[config.mk]
export PLATFORM = sky130hd
export DESIGN_NAME = corr_pkt_streamer
export DESIGN_NICKNAME = d
export VERILOG_FILES = /design/src/rtl/corr_pkg.sv /design/src/rtl/corr_pkt_streamer.sv
export SDC_FILE = /design/constraint.sdc
export NUM_CORES = 1
export LEC_CHECK = 0
export CAP_MARGIN = 10
export CELL_PAD_IN_SITES_DETAIL_PLACEMENT = 0
export CELL_PAD_IN_SITES_GLOBAL_PLACEMENT = 1
export CORE_ASPECT_RATIO = 1.75
export CORE_UTILIZATION = 38
export CTS_BUF_LIST = sky130_fd_sc_hd__clkbuf_16
export DETAILED_ROUTE_END_ITERATION = 8
export PLACE_DENSITY_LB_ADDON = 0.2
export SYNTH_ARGS = -nofsm -noshare
export SYNTH_HDL_FRONTEND = slang
export SYNTH_SLANG_ARGS = --single-unit
[constraint.sdc]
create_clock -name i_clk -period 2.4 [get_ports i_clk]
set_input_delay 0.48 -clock i_clk [delete_from_list [all_inputs] [get_ports i_clk]]
set_output_delay 0.48 -clock i_clk [all_outputs]
set_load 0.005 [all_outputs]
[src/rtl/corr_pkg.sv]
// Shared correlator definitions: packet layout, sync byte and streamer FSM states.
// Byte 0 of every correlator packet carries the 8-bit window number.
package corr_pkg;

  localparam int          CORR_PKT_LEN   = 5;
  localparam logic [7:0]  CORR_SYNC_BYTE = 8'hA5;

  localparam int PKT_IDX_WINNUM  = 0;
  localparam int PKT_IDX_COUNTX  = 1;
  localparam int PKT_IDX_COUNTY  = 2;
  localparam int PKT_IDX_ISECT   = 3;
  localparam int PKT_IDX_SYMDIFF = 4;

  typedef enum logic {
    IDLE = 1'b0,
    BODY = 1'b1
  } strm_state_e;

endpackage

[src/rtl/corr_pkt_streamer.sv]
// Pops correlator packets from the pkt FIFO and streams them (optionally sync-prefixed) as bytes;
// popped byte shows on o_txData next cycle, one-entry slot stalls on !i_txReady, 1 byte/cycle sustained.
module corr_pkt_streamer
  import corr_pkg::*;
#(
  parameter int         PKT_LEN   = CORR_PKT_LEN,
  parameter bit         SYNC_EN   = 1'b1,
  parameter logic [7:0] SYNC_BYTE = CORR_SYNC_BYTE,
  parameter int         SEQERR_W  = 8
) (
  input  logic                i_clk,
  input  logic                i_rst,
  input  logic                i_cg,
  input  logic                i_en,
  input  logic [7:0]          i_pktfifo_data,
  input  logic                i_pktfifo_empty,
  output logic                o_pktfifo_pop,
  output logic                o_pktfifo_flush,
  output logic [7:0]          o_txData,
  output logic                o_txValid,
  input  logic                i_txReady,
  output logic [SEQERR_W-1:0] o_seqErrors,
  input  logic                i_clrSeqErrors,
  output logic                o_busy
);

  localparam int                   IDX_W    = (PKT_LEN > 1) ? $clog2(PKT_LEN) : 1;
  localparam logic [IDX_W-1:0]     IDX_LAST = IDX_W'(PKT_LEN - 1);
  localparam logic [IDX_W-1:0]     IDX_WIN  = IDX_W'(PKT_IDX_WINNUM);
  localparam logic [SEQERR_W-1:0]  SEQ_MAX  = '1;

  strm_state_e          state_q, state_d;
  logic [IDX_W-1:0]     idx_q, idx_d;
  logic                 tx_vld_q, tx_vld_d;
  logic [7:0]           tx_dat_q, tx_dat_d;
  logic [SEQERR_W-1:0]  seq_q, seq_d;
  logic [7:0]           exp_q, exp_d;
  logic                 first_q, first_d;
  logic                 en_q;

  logic en_rising;
  logic slot_free;
  logic pop;

  always_comb begin
    en_rising = i_en && !en_q;
    slot_free = !tx_vld_q || i_txReady;
    pop       = i_cg && !i_rst && !en_rising && (state_q == BODY) &&
                !i_pktfifo_empty && slot_free;

    state_d  = state_q;
    idx_d    = idx_q;
    tx_vld_d = tx_vld_q;
    tx_dat_d = tx_dat_q;
    seq_d    = seq_q;
    exp_d    = exp_q;
    first_d  = first_q;

    if (i_cg) begin
      if (tx_vld_q && i_txReady) tx_vld_d = 1'b0;

      // Re-enable restarts framing; a byte already in the slot still drains.
      if (en_rising) begin
        state_d = IDLE;
        idx_d   = '0;
        first_d = 1'b1;
      end else begin
        case (state_q)
          IDLE: begin
            if (i_en && !i_pktfifo_empty && slot_free) begin
              state_d = BODY;
              idx_d   = '0;
              if (SYNC_EN) begin
                tx_vld_d = 1'b1;
                tx_dat_d = SYNC_BYTE;
              end
            end
          end
          BODY: begin
            if (pop) begin
              tx_vld_d = 1'b1;
              tx_dat_d = i_pktfifo_data;
              if (idx_q == IDX_LAST) begin
                state_d = IDLE;
                idx_d   = '0;
              end else begin
                idx_d = idx_q + IDX_W'(1);
              end
              if (idx_q == IDX_WIN) begin
                exp_d   = i_pktfifo_data + 8'd1;
                first_d = 1'b0;
                if (!first_q && (i_pktfifo_data != exp_q) && (seq_q != SEQ_MAX))
                  seq_d = seq_q + SEQERR_W'(1);
              end
            end
          end
          default: state_d = IDLE;
        endcase
      end

      if (i_clrSeqErrors) seq_d = '0;
    end
  end

  always_ff @(posedge i_clk) begin
    if (i_rst) begin
      state_q  <= IDLE;
      idx_q    <= '0;
      tx_vld_q <= 1'b0;
      tx_dat_q <= 8'h00;
      seq_q    <= '0;
      exp_q    <= 8'h00;
      first_q  <= 1'b1;
      en_q     <= 1'b0;
    end else begin
      state_q  <= state_d;
      idx_q    <= idx_d;
      tx_vld_q <= tx_vld_d;
      tx_dat_q <= tx_dat_d;
      seq_q    <= seq_d;
      exp_q    <= exp_d;
      first_q  <= first_d;
      if (i_cg) en_q <= i_en;
    end
  end

  assign o_pktfifo_pop   = pop;
  assign o_pktfifo_flush = i_cg && !i_rst && en_rising;
  assign o_txData        = tx_dat_q;
  assign o_txValid       = tx_vld_q;
  assign o_seqErrors     = seq_q;
  assign o_busy          = (state_q != IDLE) || tx_vld_q;

endmodule

# After elaboration in Yosys (flattened, before gate mapping)
# Cells that the tools add are included.
# classes
add_sub_neg	3
n_eq_ne	8
muxes	28
bitwise_logic	2
n_reduce_logical	33
# ops
op	count
two-way mux 8 bit	8
adder 8 x 1 -> 8 bit, second input constant	2
one-hot mux 8 bit (2 select lines)	1
nonzero test 2 bit	7
logical AND 1 bit	12
two-way mux 1 bit	12
two-way mux 3 bit	4
!= test 8 bit	1
!= test 8 bit, second input constant	1
AND reduction 4 bit	2
zero test 1 bit	6
!= test 2 bit, second input constant	3
one-hot mux 3 bit (2 select lines)	1
AND reduction 6 bit	1
AND reduction 5 bit	1
one-hot mux 1 bit (2 select lines)	2
adder 3 x 1 -> 3 bit, second input constant	1
== test 3 bit, second input constant	1
zero test 3 bit	1
!= test 3 x 2 -> 1 bit, second input constant	1
!= test 3 bit, second input constant	1
AND reduction 3 bit	1
logical OR 1 bit	2
inverter 1 bit	2
# word_totals
register_bits	31
in_bits	15
out_inout_bits	20
elab_cells	82

# Depth between registers and ports, before layout
# depth
ltp_word	11
depth_mapped	7
mapped_depth_nobuf	7

# Worst setup path before layout
# No wires, ideal clock.
# synth_path
kind	input to register
startpoint	input i_cg
endpoint	register seq_q[2] (netlist: o_seqErrors[2])
setup_time_ns	0.074
arrival_time_ns	1.622
required_time_ns	2.326
setup_slack_ns	0.704
cell_stages	6
n_path_buf	1
cell_sequence	buf_4 -> and2b_1 -> o2111ai_1 -> a2111oi_4 -> a21oi_1 -> a31oi_2
# synth_via
elab_chain_len	7
# synth_rtl
element	line	text
start: declaration	corr_pkt_streamer.sv:13	input logic i_cg,
logical AND 1 bit (4 in series)	corr_pkt_streamer.sv:48	pop = i_cg && !i_rst && !en_rising && (state_q == BODY) &&
logical AND 1 bit	corr_pkt_streamer.sv:49	!i_pktfifo_empty && slot_free;
nonzero test 2 bit (no line)	-	
AND reduction 6 bit (no line) (*)	-	
end signal: assignment	corr_pkt_streamer.sv:120	seq_q <= seq_d;
end: declaration	corr_pkt_streamer.sv:36	logic [SEQERR_W-1:0] seq_q, seq_d;
# Mark *: on every way between the ends. The rest lies on a longest branch, timed or not.
# A chain may end at the register's enable or synchronous reset.

# Final worst setup path
# layout_path
startpoint	input i_en
endpoint	output o_pktfifo_flush
# layout_via
elab_chain_len	2
# layout_rtl
element	line	text
start: declaration	corr_pkt_streamer.sv:14	input logic i_en,
logical AND 1 bit	corr_pkt_streamer.sv:46	en_rising = i_en && !en_q;
logical AND 1 bit	corr_pkt_streamer.sv:128	assign o_pktfifo_flush = i_cg && !i_rst && en_rising;
end: declaration	corr_pkt_streamer.sv:18	output logic o_pktfifo_flush,
# Every way passes these cells.

==> results.cfg <==
[pwr]
p_clk_frac = 0.468
switching_share = 0.230
peakVddDrop_uv = 552
leakage_nw = 0.924
switchingPower_uw = 288
p_comb_frac = 0.113
intPower_uw = 964
p_total_mw = 1.25
powerDensity_mw_per_mm2 = 521
seq_power_share = 0.419

[setup_path]
rrSetupSlack_ns = 0.55
cp-start-kind = primary input
cpLargestDelayFamily = buffers and inverters
crit_buf_inv = 2
crit_cells = 4
worst-setup-path-type = in -> out
path_common_cell = clkdlybuf4s50_1
slowest_delay_ns = 0.55
critPathMaxFanout = 2
reg2reg_depth = 6
reg2reg_from = o_seqErrors[1]$_SDFFE_PP0P_
critPathSlowestCell = clkdlybuf4s50_1
cp_data_required_time_ns = 1.92
critPathCaptureType = output pin
r2r-end = o_seqErrors[3]$_SDFFE_PP0P_
cp.arrival_ns = 1.84
worstPathCellList = clkdlybuf4s50_1 > nand2b_2 > nor3b_2 > clkdlybuf4s50_1

[final_layout]
multi_input_area_mm2 = 0.00102
antenna_cells = 0
areaGrowthSynthToFinish_pct = 39.6
drive_above_1_share = 0.177
seqCellArea_um2 = 621
finalNetCount = 267
stdcell_count = 300
fillers = 417

[die]
ioPinCount = 35
chipWidth_um = 52.9
core_area_mm2 = 0.00436
initial_utilization = 0.394
row_count = 32
dieArea_mm2 = 0.00481
die_height_um = 91.0

[clocking]
cts-root-buf = clkbuf_16
h-tree-depth = 2
cts_buffers = 5
clk_pin_slew_worst_paths_ns = 0.05
clk_latency_ns = 0.27
tritoncts = yes
clock_path_buffers = 2
postCtsHoldBufs = 0
cts.sinks = 31

[drt]
wl_met2_um = 2690
avgViaCountPerCell = 5.28
drt.antenna.violating_nets = 0
drtPass1Iterations = 4
wl_per_cell_um = 15.1
wl_met3_um = 143
routed.top_layer = met4
met1Wirelength_um = 1580
drt_iter0_markers = 28
drt_wl_total_um = 4520
drc = 0
num_vias = 1585

[min_path]
min_from = o_txData[6]$_SDFFE_PP0P_
whs_path_depth = 2
hold_class = reg -> reg
worstHoldEndpoint = o_txData[6]$_SDFFE_PP0P_

[logic_synthesis]
synth_flop_cell = dfxtp_1
synth.most_common_cell = dfxtp_1
yosys-top-cells-count = dfxtp_1 (31), nor2_1 (20), a21oi_1 (15), nand2b_1 (11), nand3_1 (11)
synthArstFlopShare = 0
synth_cells = 193
syn_area_mm2 = 0.00172
synth_fp_nets = 212
synth-seq-cells = 31
yosysSeqAreaShare = 0.361
yosys.area.top_type = dfxtp_1
yosys.area.top_type_share = 0.361
syn_avg_cell_area_um2 = 8.91
netlist_top_cells_area = dfxtp_1 (36%), xor2_1 (5.1%), a21oi_1 (4.4%)
yosysWarnings = 0
synth_edf_count = 0
synthDistinctLibCells = 44

[timing]
rsz0062_at_grt = false
fin_tns_setup_ns = 0
post-route-min-period_ns = 2.32
skew_ns = 0.00570
setup_viol = 0
hold_viol_final = 0
tightest_slew_ns = 0.467
period_share = 0.967
clock.fmax_mhz = 431
slew_headroom = 0.688
slew_viol_final = 0

[global_routing]
grt_max_degree = 22
antenna_found_initial = 0
grt_usage = 0.215
grt_pass1_vias = 1712
grt_pass1_wl_um = 7580
gr-total-overflow = 0

[place]
routabilityCongestion = 0.807
dp_hpwl_um = 3570
place_inst = 291
port_buffers = 34

[outcome]
outcome = completed

[flow_run]
maxCapViolCount = 0
stage by stage:
stage / utilization / cell area, um^2 / hold slack, ns / worst slack, ns
floorplan: - / 1720 / 0.429 / 0.704
global placement: 0.516 / 2250 / 0.457 / -0.0598
detailed placement: 0.516 / 2250 / 0.461 / -0.0776
CTS: 0.548 / 2390 / 0.473 / 0.00334
global route: 0.550 / 2400 / 0.495 / 0.0509
finish: 0.550 / 2400 / 0.469 / 0.0786
placed cells by master (no fill, tap or decap), types with 2 or more instances in the layout:
cell	netlist	final
a211oi_1	7	7
a21oi_1	15	15
a311oi_1	4	4
a31oi_2	5	5
and3_1	5	5
buf_4	3	21
clkbuf_16	0	5
clkdlybuf4s50_1	0	31
clkinv_1	0	2
dfxtp_1	31	31
dlygate4sd2_1	0	2
ha_1	4	4
inv_1	10	11
mux2i_1	4	4
nand2_1	10	10
nand2b_1	11	11
nand3_1	11	11
nand4_1	2	2
nor2_1	20	20
nor2b_1	4	4
nor4_4	2	2
o2111ai_1	2	2
o21ai_0	3	3
o31ai_1	2	2
xnor2_1	4	4
xor2_1	10	10
flip-flops by register name, summed over array words and instances (netlist names):
register / flops
first_q: 1
en_q: 1
state_q: 1
o_seqErrors: 8
exp_q: 8
o_txValid: 1
o_txData: 8
idx_q: 3
layer usage:
metal,vias up,GRT usage
li1,798,-
met1,739,0.199
met5,-,0
met3,8,0.0402
met2,40,0.416
met4,0,0.0987
power groups by stage:
stage | sequential [mW] | combinational, mW | clock, mW
floorplan | 0.534 | 0.0624 | 0
global placement | 0.535 | 0.139 | 0
detailed placement | 0.535 | 0.142 | 0
CTS | 0.524 | 0.142 | 0.596
global route | 0.525 | 0.153 | 0.625
finish | 0.524 | 0.142 | 0.586
timing repair:
action | in CTS | in global routing
pin swaps | 1 | 2
endpoints found under the setup margin | 2 | 1
gates resized for setup | 3 | 1
buffers inserted | 0 | 1
hold endpoints to repair | 0 | 0
cells by family after synthesis:
kind of cell | after synthesis | share of synthesized area
buffers and inverters | 18 | 0.0465
XOR/XNOR | 14 | 0.0713
adder cells (fa/ha/maj) | 4 | 0.0291
AND/OR/NAND/NOR | 76 | 0.255
flip-flops | 31 | 0.361
AO/OA/AOI/OAI | 46 | 0.214
multiplexers | 4 | 0.0233
worst max path at each step:
| stage | endpoint | from |
|---|---|---|
| detailed placement | o_pktfifo_flush | i_en |
| finish | o_pktfifo_flush | i_en |
| floorplan | o_seqErrors[2]$_SDFFE_PP0P_ | i_cg |
| CTS | o_pktfifo_pop | i_pktfifo_empty |
| global placement | o_pktfifo_flush | i_en |
| global route | o_pktfifo_flush | i_en |
area by class of cell:
cell class,instances,area share
flip-flops and latches,31,0.258
clock inverters,3,0.00469
well taps,51,0.0266
repair buffers,56,0.216
clock buffers,5,0.0521
multi-input cells,144,0.427
inverters,10,0.0156
worst register-to-register path, delay by kind of cell, from the launching register on:
kind,cells,cell delay (ns)
compound gates,4,1.05
fa+ha+maj,1,0.24
flops,1,0.38
simple gates,1,0.11
Note: power is estimated with default switching activity, not from simulation.
